File: config.mk
export PLATFORM = sky130hd
export DESIGN_NAME = exception_sequencer
export DESIGN_NICKNAME = d
export VERILOG_FILES = /design/src/rtl/except_pkg.sv /design/src/rtl/except_prio_enc.sv /design/src/rtl/exception_sequencer.sv
export SDC_FILE = /design/constraint.sdc
export NUM_CORES = 1
export LEC_CHECK = 0
export CAP_MARGIN = 20
export CELL_PAD_IN_SITES_DETAIL_PLACEMENT = 1
export CELL_PAD_IN_SITES_GLOBAL_PLACEMENT = 1
export CORE_ASPECT_RATIO = 1.75
export CORE_UTILIZATION = 31
export DETAILED_ROUTE_END_ITERATION = 10
export PLACE_DENSITY_LB_ADDON = 0.1
export SYNTH_ARGS = -nofsm -noshare
export SYNTH_HDL_FRONTEND = slang
export SYNTH_SLANG_ARGS = --single-unit
export TNS_END_PERCENT = 10
File: constraint.sdc
create_clock -name clk -period 3.3 [get_ports clk]
set_clock_uncertainty 0.1 [all_clocks]
set_input_delay 0.33 -clock clk [delete_from_list [all_inputs] [get_ports clk]]
set_output_delay 0.33 -clock clk [all_outputs]
set_load 0.005 [all_outputs]
File: src/rtl/except_pkg.sv
// ---------------------------------------------------------------------------
// except_pkg
// Shared definitions for the exception-entry sequencer and the control unit:
//   - sequencer state codes (IDLE, SAVE, READ, WAIT, JUMP)
//   - cause codes reported on the 2-bit cause bus
//   - handler vector byte addresses (253/254/255)
//   - excpt_ctrl encodings that select those vectors
//   - cause_to_ctrl(): the vector-select mux from a cause code
// ---------------------------------------------------------------------------
package except_pkg;

    // Sequencer states.
    localparam logic [2:0] ST_IDLE = 3'd0;
    localparam logic [2:0] ST_SAVE = 3'd1;
    localparam logic [2:0] ST_READ = 3'd2;
    localparam logic [2:0] ST_WAIT = 3'd3;
    localparam logic [2:0] ST_JUMP = 3'd4;

    // Cause codes, ordered so that a larger code means a higher priority.
    localparam logic [1:0] CAUSE_NONE = 2'd0;
    localparam logic [1:0] CAUSE_OPC  = 2'd1;
    localparam logic [1:0] CAUSE_OVF  = 2'd2;
    localparam logic [1:0] CAUSE_DIV0 = 2'd3;

    // Handler vector byte addresses in memory.
    localparam logic [7:0] VEC_OPC  = 8'd253;
    localparam logic [7:0] VEC_OVF  = 8'd254;
    localparam logic [7:0] VEC_DIV0 = 8'd255;

    // Vector-select encodings; bit 2 is reserved and always zero.
    localparam logic [2:0] EXC_CTRL_OPC  = 3'b000;
    localparam logic [2:0] EXC_CTRL_OVF  = 3'b001;
    localparam logic [2:0] EXC_CTRL_DIV0 = 3'b010;

    // Vector-select mux: maps a latched cause to the excpt_ctrl code.
    function automatic logic [2:0] cause_to_ctrl(input logic [1:0] cause);
        logic [2:0] ctrl;
        case (cause)
            CAUSE_OVF:  ctrl = EXC_CTRL_OVF;
            CAUSE_DIV0: ctrl = EXC_CTRL_DIV0;
            default:    ctrl = EXC_CTRL_OPC;
        endcase
        return ctrl;
    endfunction

endpackage

File: src/rtl/except_prio_enc.sv
// ---------------------------------------------------------------------------
// except_prio_enc
// Combinational priority encoder from the three exception flags to a 2-bit
// cause code. Divide-by-zero wins over overflow, which wins over invalid
// opcode. Also usable by the control unit for status reporting.
// Ports:
//   op_invalid_i  in  1  undefined opcode flag
//   overflow_i    in  1  ALU signed overflow flag
//   div_zero_i    in  1  divide-by-zero flag
//   cause_o       out 2  prioritised cause (CAUSE_NONE when no flag set)
// ---------------------------------------------------------------------------
module except_prio_enc
    import except_pkg::*;
(
    input  logic       op_invalid_i,
    input  logic       overflow_i,
    input  logic       div_zero_i,
    output logic [1:0] cause_o
);

    always_comb begin
        cause_o = CAUSE_NONE;
        if (div_zero_i) begin
            cause_o = CAUSE_DIV0;
        end else if (overflow_i) begin
            cause_o = CAUSE_OVF;
        end else if (op_invalid_i) begin
            cause_o = CAUSE_OPC;
        end
    end

endmodule

File: src/rtl/exception_sequencer.sv
// ---------------------------------------------------------------------------
// exception_sequencer
// Multicycle exception-entry sequencer. On a flag in IDLE it latches the
// prioritised cause, saves EPC (pc_in - 4), reads the handler byte from the
// vector table, waits MEM_LATENCY cycles for the data, then loads the PC.
// Parameters:
//   MEM_LATENCY   cycles from mem_rd to valid mem_data_in (1..7)
// Ports:
//   clk           in  1   clock, rising edge
//   reset         in  1   asynchronous reset, active low
//   op_invalid    in  1   undefined opcode flag
//   overflow      in  1   ALU signed overflow flag
//   div_zero      in  1   divide-by-zero flag
//   pc_in         in  32  current PC (faulting address + 4)
//   mem_data_in   in  32  memory read data, [7:0] = handler address
//   excpt_ctrl    out 3   vector select (000/001/010 -> 253/254/255)
//   mem_addr_sel  out 1   steer memory address mux to vector select
//   mem_rd        out 1   memory read strobe
//   epc_write     out 1   EPC load enable
//   epc_data      out 32  pc_in - 4
//   pc_write      out 1   PC load enable
//   pc_data       out 32  zero-extended handler byte
//   busy          out 1   sequencer owns the datapath
//   cause         out 2   latched cause (0 none, 1 opc, 2 ovf, 3 div0)
//   done          out 1   pulse on the final (JUMP) cycle
// ---------------------------------------------------------------------------
module exception_sequencer
    import except_pkg::*;
#(
    parameter int MEM_LATENCY = 1
) (
    input  logic        clk,
    input  logic        reset,
    input  logic        op_invalid,
    input  logic        overflow,
    input  logic        div_zero,
    input  logic [31:0] pc_in,
    input  logic [31:0] mem_data_in,
    output logic [2:0]  excpt_ctrl,
    output logic        mem_addr_sel,
    output logic        mem_rd,
    output logic        epc_write,
    output logic [31:0] epc_data,
    output logic        pc_write,
    output logic [31:0] pc_data,
    output logic        busy,
    output logic [1:0]  cause,
    output logic        done
);

    localparam logic [2:0] CNT_LOAD = 3'(MEM_LATENCY);

    logic [2:0]  state_q, state_d;
    logic [1:0]  cause_q, cause_d;
    logic [2:0]  cnt_q,   cnt_d;
    logic [31:0] epc_q,   epc_d;
    logic [7:0]  byte_q,  byte_d;
    logic [1:0]  enc_cause;

    // Only the handler byte of the memory word is meaningful here.
    logic unused_mem_bits;
    assign unused_mem_bits = ^mem_data_in[31:8];

    except_prio_enc u_prio (
        .op_invalid_i (op_invalid),
        .overflow_i   (overflow),
        .div_zero_i   (div_zero),
        .cause_o      (enc_cause)
    );

    // Next-state logic. Flags are looked at only in IDLE, so anything that
    // arrives while busy (including the JUMP cycle) is dropped.
    always_comb begin
        state_d = state_q;
        cause_d = cause_q;
        cnt_d   = cnt_q;
        epc_d   = epc_q;
        byte_d  = byte_q;
        case (state_q)
            ST_IDLE: begin
                if (enc_cause != CAUSE_NONE) begin
                    cause_d = enc_cause;
                    state_d = ST_SAVE;
                end
            end
            ST_SAVE: begin
                epc_d   = pc_in - 32'd4;
                state_d = ST_READ;
            end
            ST_READ: begin
                cnt_d   = CNT_LOAD;
                state_d = ST_WAIT;
            end
            ST_WAIT: begin
                // Capture on the edge where the counter reaches zero; earlier
                // data on the bus is never sampled.
                if (cnt_q <= 3'd1) begin
                    cnt_d   = 3'd0;
                    byte_d  = mem_data_in[7:0];
                    state_d = ST_JUMP;
                end else begin
                    cnt_d = cnt_q - 3'd1;
                end
            end
            ST_JUMP: begin
                cause_d = CAUSE_NONE;
                state_d = ST_IDLE;
            end
            default: begin
                cause_d = CAUSE_NONE;
                cnt_d   = 3'd0;
                state_d = ST_IDLE;
            end
        endcase
    end

    always_ff @(posedge clk or negedge reset) begin
        if (!reset) begin
            state_q <= ST_IDLE;
            cause_q <= CAUSE_NONE;
            cnt_q   <= 3'd0;
            epc_q   <= 32'd0;
            byte_q  <= 8'd0;
        end else begin
            state_q <= state_d;
            cause_q <= cause_d;
            cnt_q   <= cnt_d;
            epc_q   <= epc_d;
            byte_q  <= byte_d;
        end
    end

    // Outputs decode the registered state only, so reset clears them at once
    // and a flag can never reach an output in the same cycle.
    assign busy         = (state_q != ST_IDLE);
    assign epc_write    = (state_q == ST_SAVE);
    assign mem_rd       = (state_q == ST_READ);
    assign mem_addr_sel = (state_q == ST_READ) || (state_q == ST_WAIT);
    assign pc_write     = (state_q == ST_JUMP);
    assign done         = (state_q == ST_JUMP);
    assign cause        = cause_q;
    assign excpt_ctrl   = busy ? cause_to_ctrl(cause_q) : EXC_CTRL_OPC;

    // During SAVE the EPC value is presented alongside epc_write; afterwards
    // the captured copy is held.
    assign epc_data     = epc_write ? (pc_in - 32'd4) : epc_q;
    assign pc_data      = pc_write ? {24'd0, byte_q} : 32'd0;

endmodule

# Yosys cells after proc, flatten, opt, wreduce, memory -nomap -nowiden
# Index checks and enable logic that the tools add are counted.
[word_totals]
register_bits = 48
input_bits = 69
latchBits = 0
mem_count = 0
wordCells = 40
ram_bits = 0
output_inout_bits = 75
mem_bits_ro = 0
[op_classes]
n_lt_le_gt_ge = 1
shifts = 0
eq_ne = 8
n_bitwise = 1
div = 0
n_addsub = 2
muxes = 14
multipliers = 0
reduce_logical = 9
[op_table]
columns = ["op", "count"]
rows = [
  ["32-bit two-way mux", 1],
  ["32-bit by 3-bit subtractor with 32-bit output, second input constant", 1],
  ["3-bit two-way mux", 4],
  ["3-bit one-hot mux with 4 select lines", 1],
  ["3-bit one-hot mux with 3 select lines", 1],
  ["8-bit two-way mux", 1],
  ["2-bit one-hot mux with 2 select lines", 2],
  ["3-bit by 2-bit equality test with 1-bit output, second input constant", 2],
  ["2-bit two-way mux", 3],
  ["2-bit AND reduction", 3],
  ["3-bit OR reduction", 2],
  ["2-bit equality test, second input constant", 2],
  ["2-bit != test, second input constant", 2],
  ["3-bit by 1-bit equality test with 1-bit output, second input constant", 1],
  ["3-bit equality test, second input constant", 1],
  ["3-bit by 1-bit less-or-equal comparator with 1-bit output, second input constant", 1],
  ["3-bit zero test", 1],
  ["3-bit nonzero test", 1],
  ["3-bit by 1-bit subtractor with 3-bit output, second input constant", 1],
  ["2-bit nonzero test", 1],
  ["1-bit logical OR", 1],
  ["1-bit two-way mux", 1],
  ["1-bit inverter", 1],
]

# Longest topological paths before layout
# Gate-level depths: netlist of run 1.
[logic_depth]
depth_word = 6
mapped_depth = 8

# Modules after synthesis
# A second synthesis of run 1 with hierarchy kept.
[unflattened]
cells_unflattened = 298
hier_area_um2 = 2757.6
[by_module_without_submodules]
columns = ["mod", "cells_per_inst", "seq_area_each_um2", "instances", "area_per_inst_um2"]
rows = [
  ["exception_sequencer", 295, 1201.2, 1, 2740.1],
  ["except_prio_enc", 3, 0.0, 1, 17.5],
]

# Worst setup path before layout of run 1
# Ideal clock, no wire load.
[synth_timing]
path_kind = "input to output"
start = "input pc_in[20]"
end = "output epc_data[26]"
path_stages = 5
arrival_time_ns = 1.972
slack_ns = 0.898
required_time_ns = 2.870
cell_sequence = "or4_4 -> nor4_1 -> nand4_1 -> xor2_1 -> o21ai_0"
[synth_via]
elab_chain_len = 2
[synth_lines]
columns = ["element", "line", "text"]
rows = [
  ["start, declared", "exception_sequencer.sv:37", "input logic [31:0] pc_in,"],
  ["32-bit by 3-bit subtractor with 32-bit output", "exception_sequencer.sv:146", "assign epc_data = epc_write ? (pc_in - 32'd4) : epc_q;"],
  ["32-bit two-way mux", "exception_sequencer.sv:146", ""],
  ["end, declared", "exception_sequencer.sv:43", "output logic [31:0] epc_data,"],
]
# Every way passes these cells.

# Final worst setup path of run 1
[layout_timing]
start = "input pc_in[12]"
end = "output epc_data[28]"
# The elaborated chain is that of the path after synthesis.

==> results of run 1 <==
[cells in the final DEF, fill, tap and decap left out, types with 2 or more instances in the layout]
cell type and n:
nand2_1 44, nor4_4 4, nor2_1 16, o21ai_1 12, nand3_1 3, xnor2_1 18, nand2b_1 2, nor3_2 2
or4_4 4, a31oi_1 2, nand4_1 5, nor4_2 4, o41ai_1 2, or3_2 2, dlygate4sd2_1 2, buf_4 30
clkdlybuf4s50_1 90, inv_1 5, o21ai_0 15, and2_1 2, a21oi_1 5, clkbuf_16 5, conb_1 25, xor2_1 7
o21ai_2 5, mux2_2 8, ha_1 3, nor3_1 11, and3_1 10, dfrtp_1 48, nor4_1 3
[kinds of logic after synthesis]
| group | count (synthesis) |
|---|---|
| compound gates | 44 |
| buf+inv | 45 |
| fa+ha+maj | 3 |
| mux | 8 |
| other cells | 1 |
| simple gates | 121 |
| flops | 48 |
| xor+xnor | 25 |
[sequential cells by signal (all words and copies together), names as in the netlist]
name / flops
byte_q: 8
cause: 2
cnt_q: 3
epc_q: 32
state_q: 3
[repair_timing]
action / in CTS / in global routing
gates resized for setup: 10 / 10
pin swaps: 2 / 0
buffers inserted: 0 / 0
endpoints found under the setup margin: 17 / 16
[stage by stage]
step                worst slack, ns  instances  hold slack [ns]  utilization [%]
floorplan                     0.898        319          -0.0656                -
detailed placement           -0.183        521            0.357             45.0
CTS                          -0.139        529           0.0688             47.0
global placement             -0.178        521            0.347             45.0
global route                 -0.199        529            0.105             47.5
finish                       -0.115        529           0.0206             47.5
[worst max-delay path: cells and delay by family]
| kind | cells | cell delay (ns) |
|---|---|---|
| simple gates | 3 | 1.42 |
| xor+xnor | 1 | 0.13 |
| compound gates | 1 | 0.15 |
| buf+inv | 2 | 0.96 |
[worst min-delay path by stage]
stage,to,cells past startpoint,slack [ns],start
after floorplan,byte_q[0],0,-0.07,reset
after global placement,epc_q[22],2,0.35,epc_q[22]
after detailed placement,epc_q[22],2,0.36,epc_q[22]
after CTS,epc_q[14],1,0.07,reset
after global routing,state_q[2],1,0.11,reset
final,cause[1],1,0.02,reset
[final cells by class]
class | instances | area share [%]
Multi-Input combinational cell | 226 | 34.5
Sequential cell | 48 | 29.2
Timing Repair Buffer | 124 | 28.2
Tap cell | 117 | 3.55
Clock buffer | 5 | 3.04
Clock inverter | 3 | 1.03
Inverter | 6 | 0.547
[metal layers]
metal  vias up  wire length [microns]  track usage, %
li1       1199                      -               -
met1      1175                   2750            19.0
met3         9                    335            3.34
met4         0                    136            6.92
met5         -                      0               0
met2        67                   4440            33.4
[power by group]
group | internal (mW) | switching, mW | total [mW]
sequential | 0.885 | 0.127 | 1.01
combinational | 0.951 | 0.781 | 1.73
clock | 0.357 | 0.239 | 0.595
==> impl_results.md, run 1 <==
- Final-report max-slew violation count: 0
- Setup TNS: -0.297 ns
- Worst Setup Start Kind: input pin
- Number of I/O port buffers: 94
- Minimum clock period: 3.41 ns
- Final Setup Violations: 6
- Core area: 8670 sq um
- Violated checks: negative setup slack
- Largest family of logic cells by synthesized area: simple AND/OR/NAND/NOR gates
- R2r setup slk: 1.20 ns
- Pin count of the biggest net entering global routing: 35
- Mapped Avg Cell Area: 9.34 sq um
- N_diodes: 0
- Antenna violations before repair: 0
- Crit path launch: pc_in[12]
- Commonest cells in the netlist: dfrtp_1 (48), nand2_1 (44), buf_4 (26)
- Hold Path Class: in -> async
- Fraction of layout cells with a size suffix above 1: 17.7%
- Design area: 4120 sq um
- Crit path max fanout: 8
- Largest buffer count on any clock path: 2
- Worst setup path end: epc_data[28]
- Remaining DRCs: 0
- Area of the multi-input gates: 1420 sq um
- Initial core utilization: 31.8%
- Area after DPL: 3900 sq um
- CTS Sinks: 48
- Synthesized area: 2760 sq um
- Post-Synth Adder-Cell Area: 1.36%
- Total power: 3.34 mW
- # fillers: 1040
- Placement Rows: 45
- Yosys reg bits: 48
- Fin crit share: 103%
- Hold buffers post-CTS: 0
- Cell taking the most area after synthesis: dfrtp_1
- Outcome: finished with violations
- Synthesis Warnings: 0
- Overall routed net length: 7.66 mm
- First-pass GRT wire length: 12.5 mm
- GP Congestion: 0.791
- Final ANT Viol Nets: 0
- Gr usage total: 17.9%
- Worst reg2reg path depth: 6
- Vias after detailed routing: 2450
- Async set-reset flop share out of synthesis: 100%
- Die height: 127 microns
- Wire per inst: 14.5 microns
- DPL Wire Length: 5.97 mm
- Reg clk slew, reported paths: 0.07 ns
- Post-synthesis mux area share: 3.27%
- Final Worst Setup Slack: -0.115 ns
- Worst-Margin Slew: 0.800 ns
- Root Driver: clkbuf_16
- Clock Latency Late Sink: 0.30 ns
- Width of the die: 73.3 microns
- EDFF count, synth: 0
- Leak: 1.74 nW
- Drt initial violations: 75
- CTS tree: yes
- Die footprint: 9280 sq um
- Compound-Gate Fraction of Synth Area: 9.22%
- Cts bufs inserted: 5
- Crit path largest cell delay: 0.55 ns
- Max-Cap Viols: 0
- H-tree Lvls: 2
- Post-Synth Simple-Gate Area: 24.5%
- Top-area cell type share of the netlist area: 43.6%
- Nets: 483
- RSZ-0062 raised after global routing: yes
- Drt pass-1 iters: 4
- Via density: 4.63
- Cells after Synth: 295
- Capture point of the worst reg-to-reg path: byte_q[0]
- Sequential element share of the synthesized area: 43.6%
- Relative slew slack: 46.7%
- Top_reg_cell synth: dfrtp_1
- CP arrival: 2.98 ns
- Max VDD drop: 0.349 mV
- Synth Area in XOR/XNOR: 7.95%
- Total gr overflow: 0
- Final hold vios: 0
- Distinct cells, synth: 40
- Reg-to-reg startpoint: cnt_q[1]
- CP Capture Type: output pin
- Slowest library cell on the worst path: or4_4
- Power Density: 811 nW/um^2
- Synth top area cells: dfrtp_1 (44%), buf_4 (7.1%), nand2_1 (6.0%)
- Seq. cell area: 1200 sq um
- Worst Path Required: 2.87 ns
- Io pins: 144
- Count leader, synth: dfrtp_1
- Synth-to-Final Area Change: 49.5%
- Fmax: 293 MHz
- Crit-path cells: clkdlybuf4s50_1 > or4_4 > or4_4 > nor4_4 > xnor2_1 > o21ai_2 > clkdlybuf4s50_1
- Setup CP Type: in -> out
- Number of global-route vias before repair: 2575
Power figures use the tool's default switching activity.
==> run 2, diff against run 1 <==
ABC_CLOCK_PERIOD_IN_PS = 3300   (was default)
CORE_MARGIN = 2   (was default)
==> impl_results.md, run 2 (synthesized netlist as in run 1, its figures left out) <==
- Outcome: finished with violations
- Violated checks: negative setup slack
- Number of I/O port buffers: 94 (unchanged)
- Die footprint: 9690 sq um (+4.4%)
- Die height: 129 microns (+1.6%)
- Antenna violations before repair: 0 (unchanged)
- Total power: 3.48 mW (+4.0%)
- Synth-to-Final Area Change: 52.5%
- Vias after detailed routing: 2477 (+1.1%)
- CP arrival: 2.91 ns (-0.07 ns)
- Final Setup Violations: 2 (-4)
- Minimum clock period: 3.34 ns (-0.0716 ns)
- CTS tree: yes
- Core area: 8670 sq um (unchanged)
- Worst-Margin Slew: 0.654 ns (-0.146 ns)
- Fin crit share: 101% (-2.2 points)
- Power Density: 828 nW/um^2 (+2.0%)
- Final ANT Viol Nets: 0 (unchanged)
- Final hold vios: 0 (unchanged)
- Clock Latency Late Sink: 0.29 ns (about the same)
- Via density: 4.64 (+0.16%)
- Final Worst Setup Slack: -0.0431 ns (+0.0716 ns)
- Pin count of the biggest net entering global routing: 33 (-5.7%)
- Setup CP Type: in -> out
- Design area: 4200 sq um (+2.0%)
- DPL Wire Length: 6.13 mm (+2.6%)
- Fin Hold WS: 0.371 ns (+0.351 ns)
- Reg clk slew, reported paths: 0.07 ns (about the same)
- Initial core utilization: 31.8% (unchanged)
- Max-Cap Viols: 0 (unchanged)
- Commonest non-fill, non-tap cell in the layout: clkdlybuf4s50_1
- Remaining DRCs: 0 (unchanged)
- Area after DPL: 3930 sq um (+0.77%)
- Biggest register: epc_q
- Drt pass-1 iters: 4 (unchanged)
- Max VDD drop: 0.429 mV (+23%)
- Relative slew slack: 56.4% (+9.7 points)
- Number of global-route vias before repair: 2614 (+1.5%)
- RSZ-0062 raised after global routing: yes
- Max FFs per register: 32 (unchanged)
- Final-report max-slew violation count: 0 (unchanged)
- Crit path max fanout: 8 (unchanged)
- Overall routed net length: 7.70 mm (+0.61%)
- Worst Path Required: 2.87 ns (about the same)
- Root Driver: clkbuf_16
- CP Capture Type: output pin
- Width of the die: 75.3 microns (+2.7%)
- GP Congestion: 0.881 (+11%)
- Commonest cells after routing, fill and taps aside: clkdlybuf4s50_1 (87), dfrtp_1 (48), nand2_1 (44)
- Hold Path Class: reg -> reg
- Wire per inst: 14.4 microns (-0.33%)
- Total gr overflow: 0 (unchanged)
- Fraction of layout cells with a size suffix above 1: 17.7% (+0.027 points)
- Largest registers: epc_q x32, byte_q x8
- Worst Setup Start Kind: input pin
- Post-CTS setup buffer count: 0 (unchanged)
- Fmax: 299 MHz (+2.1%)
- Placement Rows: 45 (unchanged)
- H-tree Lvls: 2 (unchanged)
- N_diodes: 0 (unchanged)
- Drt initial violations: 70 (-6.7%)
- Io pins: 144 (unchanged)
- First-pass GRT wire length: 12.4 mm (-0.61%)
- Gr usage total: 16.6% (-1.3 points)
- Leak: 1.82 nW (+4.6%)
- Cts bufs inserted: 5 (unchanged)
- Nets: 488 (+1.0%)
- Largest buffer count on any clock path: 2 (unchanged)
- CTS Sinks: 48 (unchanged)
run 2: cell types whose count changed in the layout (fill, tap and decap cells not counted), moves of 2 or more:
cell             before  now
buf_4                30   34
bufinv_16             1    3
o21ai_1              12   10
o21ai_0              15   18
clkdlybuf4s50_1      90   87
dlymetal6s2s_1        1    3
run 2: cell type report:
cell class	instances	area [sq um]
fill	1058	4470
tap	117	146
inverter	6	22.5
clock buffer	5	125
clock inverter	3	90.1
timing repair buffer	129	1200
multi-input combinational	226	1410
sequential	48	1200
run 2: power by group:
part	leakage, nW	total (mW)	internal (mW)	switching, mW
logic	1.13	1.73	0.949	0.779
clock network	0.104	0.737	0.511	0.226
registers	0.586	1.01	0.885	0.126
total	1.82	3.48	2.34	1.13
run 2: worst paths after layout:
kind | endpoint | start | slack, ns | cells past startpoint
setup / recovery | epc_data[21] | pc_in[12] | -0.04 | 7
hold / removal | epc_q[22] | epc_q[22] | 0.37 | 2
setup reg to reg | byte_q[4] | cnt_q[1] | 1.22 | 6
hold reg to reg | epc_q[22] | epc_q[22] | 0.37 | 2
max in group asynchronous | cnt_q[2] | reset | 1.82 | 3
min in group asynchronous | cnt_q[1] | reset | 0.52 | 2
run 2: worst max-delay path: stages:
cell and delay [ns]:
clkdlybuf4s50_1 0.43, or4_4 0.55, or4_4 0.54, nor3_1 0.26, xnor2_1 0.11, o21ai_1 0.16
clkdlybuf4s50_1 0.52
run 2: what timing repair did:
action | in CTS | in global routing
hold buffers | 1 | 0
cloned | 0 | 0
pin swaps | 4 | 0
endpoints found under the setup margin | 16 | 18
resized for setup | 6 | 11
hold endpoints to repair | 25 | 0
run 2: layer usage:
layer | up-vias | GRT usage, % | wire [microns]
met5 | - | 0 | 0
met4 | 0 | 5.06 | 100
li1 | 1206 | - | -
met3 | 7 | 2.35 | 312
met2 | 72 | 32.1 | 4490
met1 | 1192 | 17.8 | 2810
run 2: metrics by stage:
step	std cells	setup WS (ns)	TNS (ns)	utilization (%)
2_1_floorplan	319	0.898	0	-
3_3_place_gp	525	-0.165	-1.08	45.3
3_5_place_dp	525	-0.188	-1.23	45.3
4_1_cts	534	-0.132	-0.545	48.0
5_1_grt	534	-0.146	-1.14	48.4
6_report	534	-0.0431	-0.0841	48.4
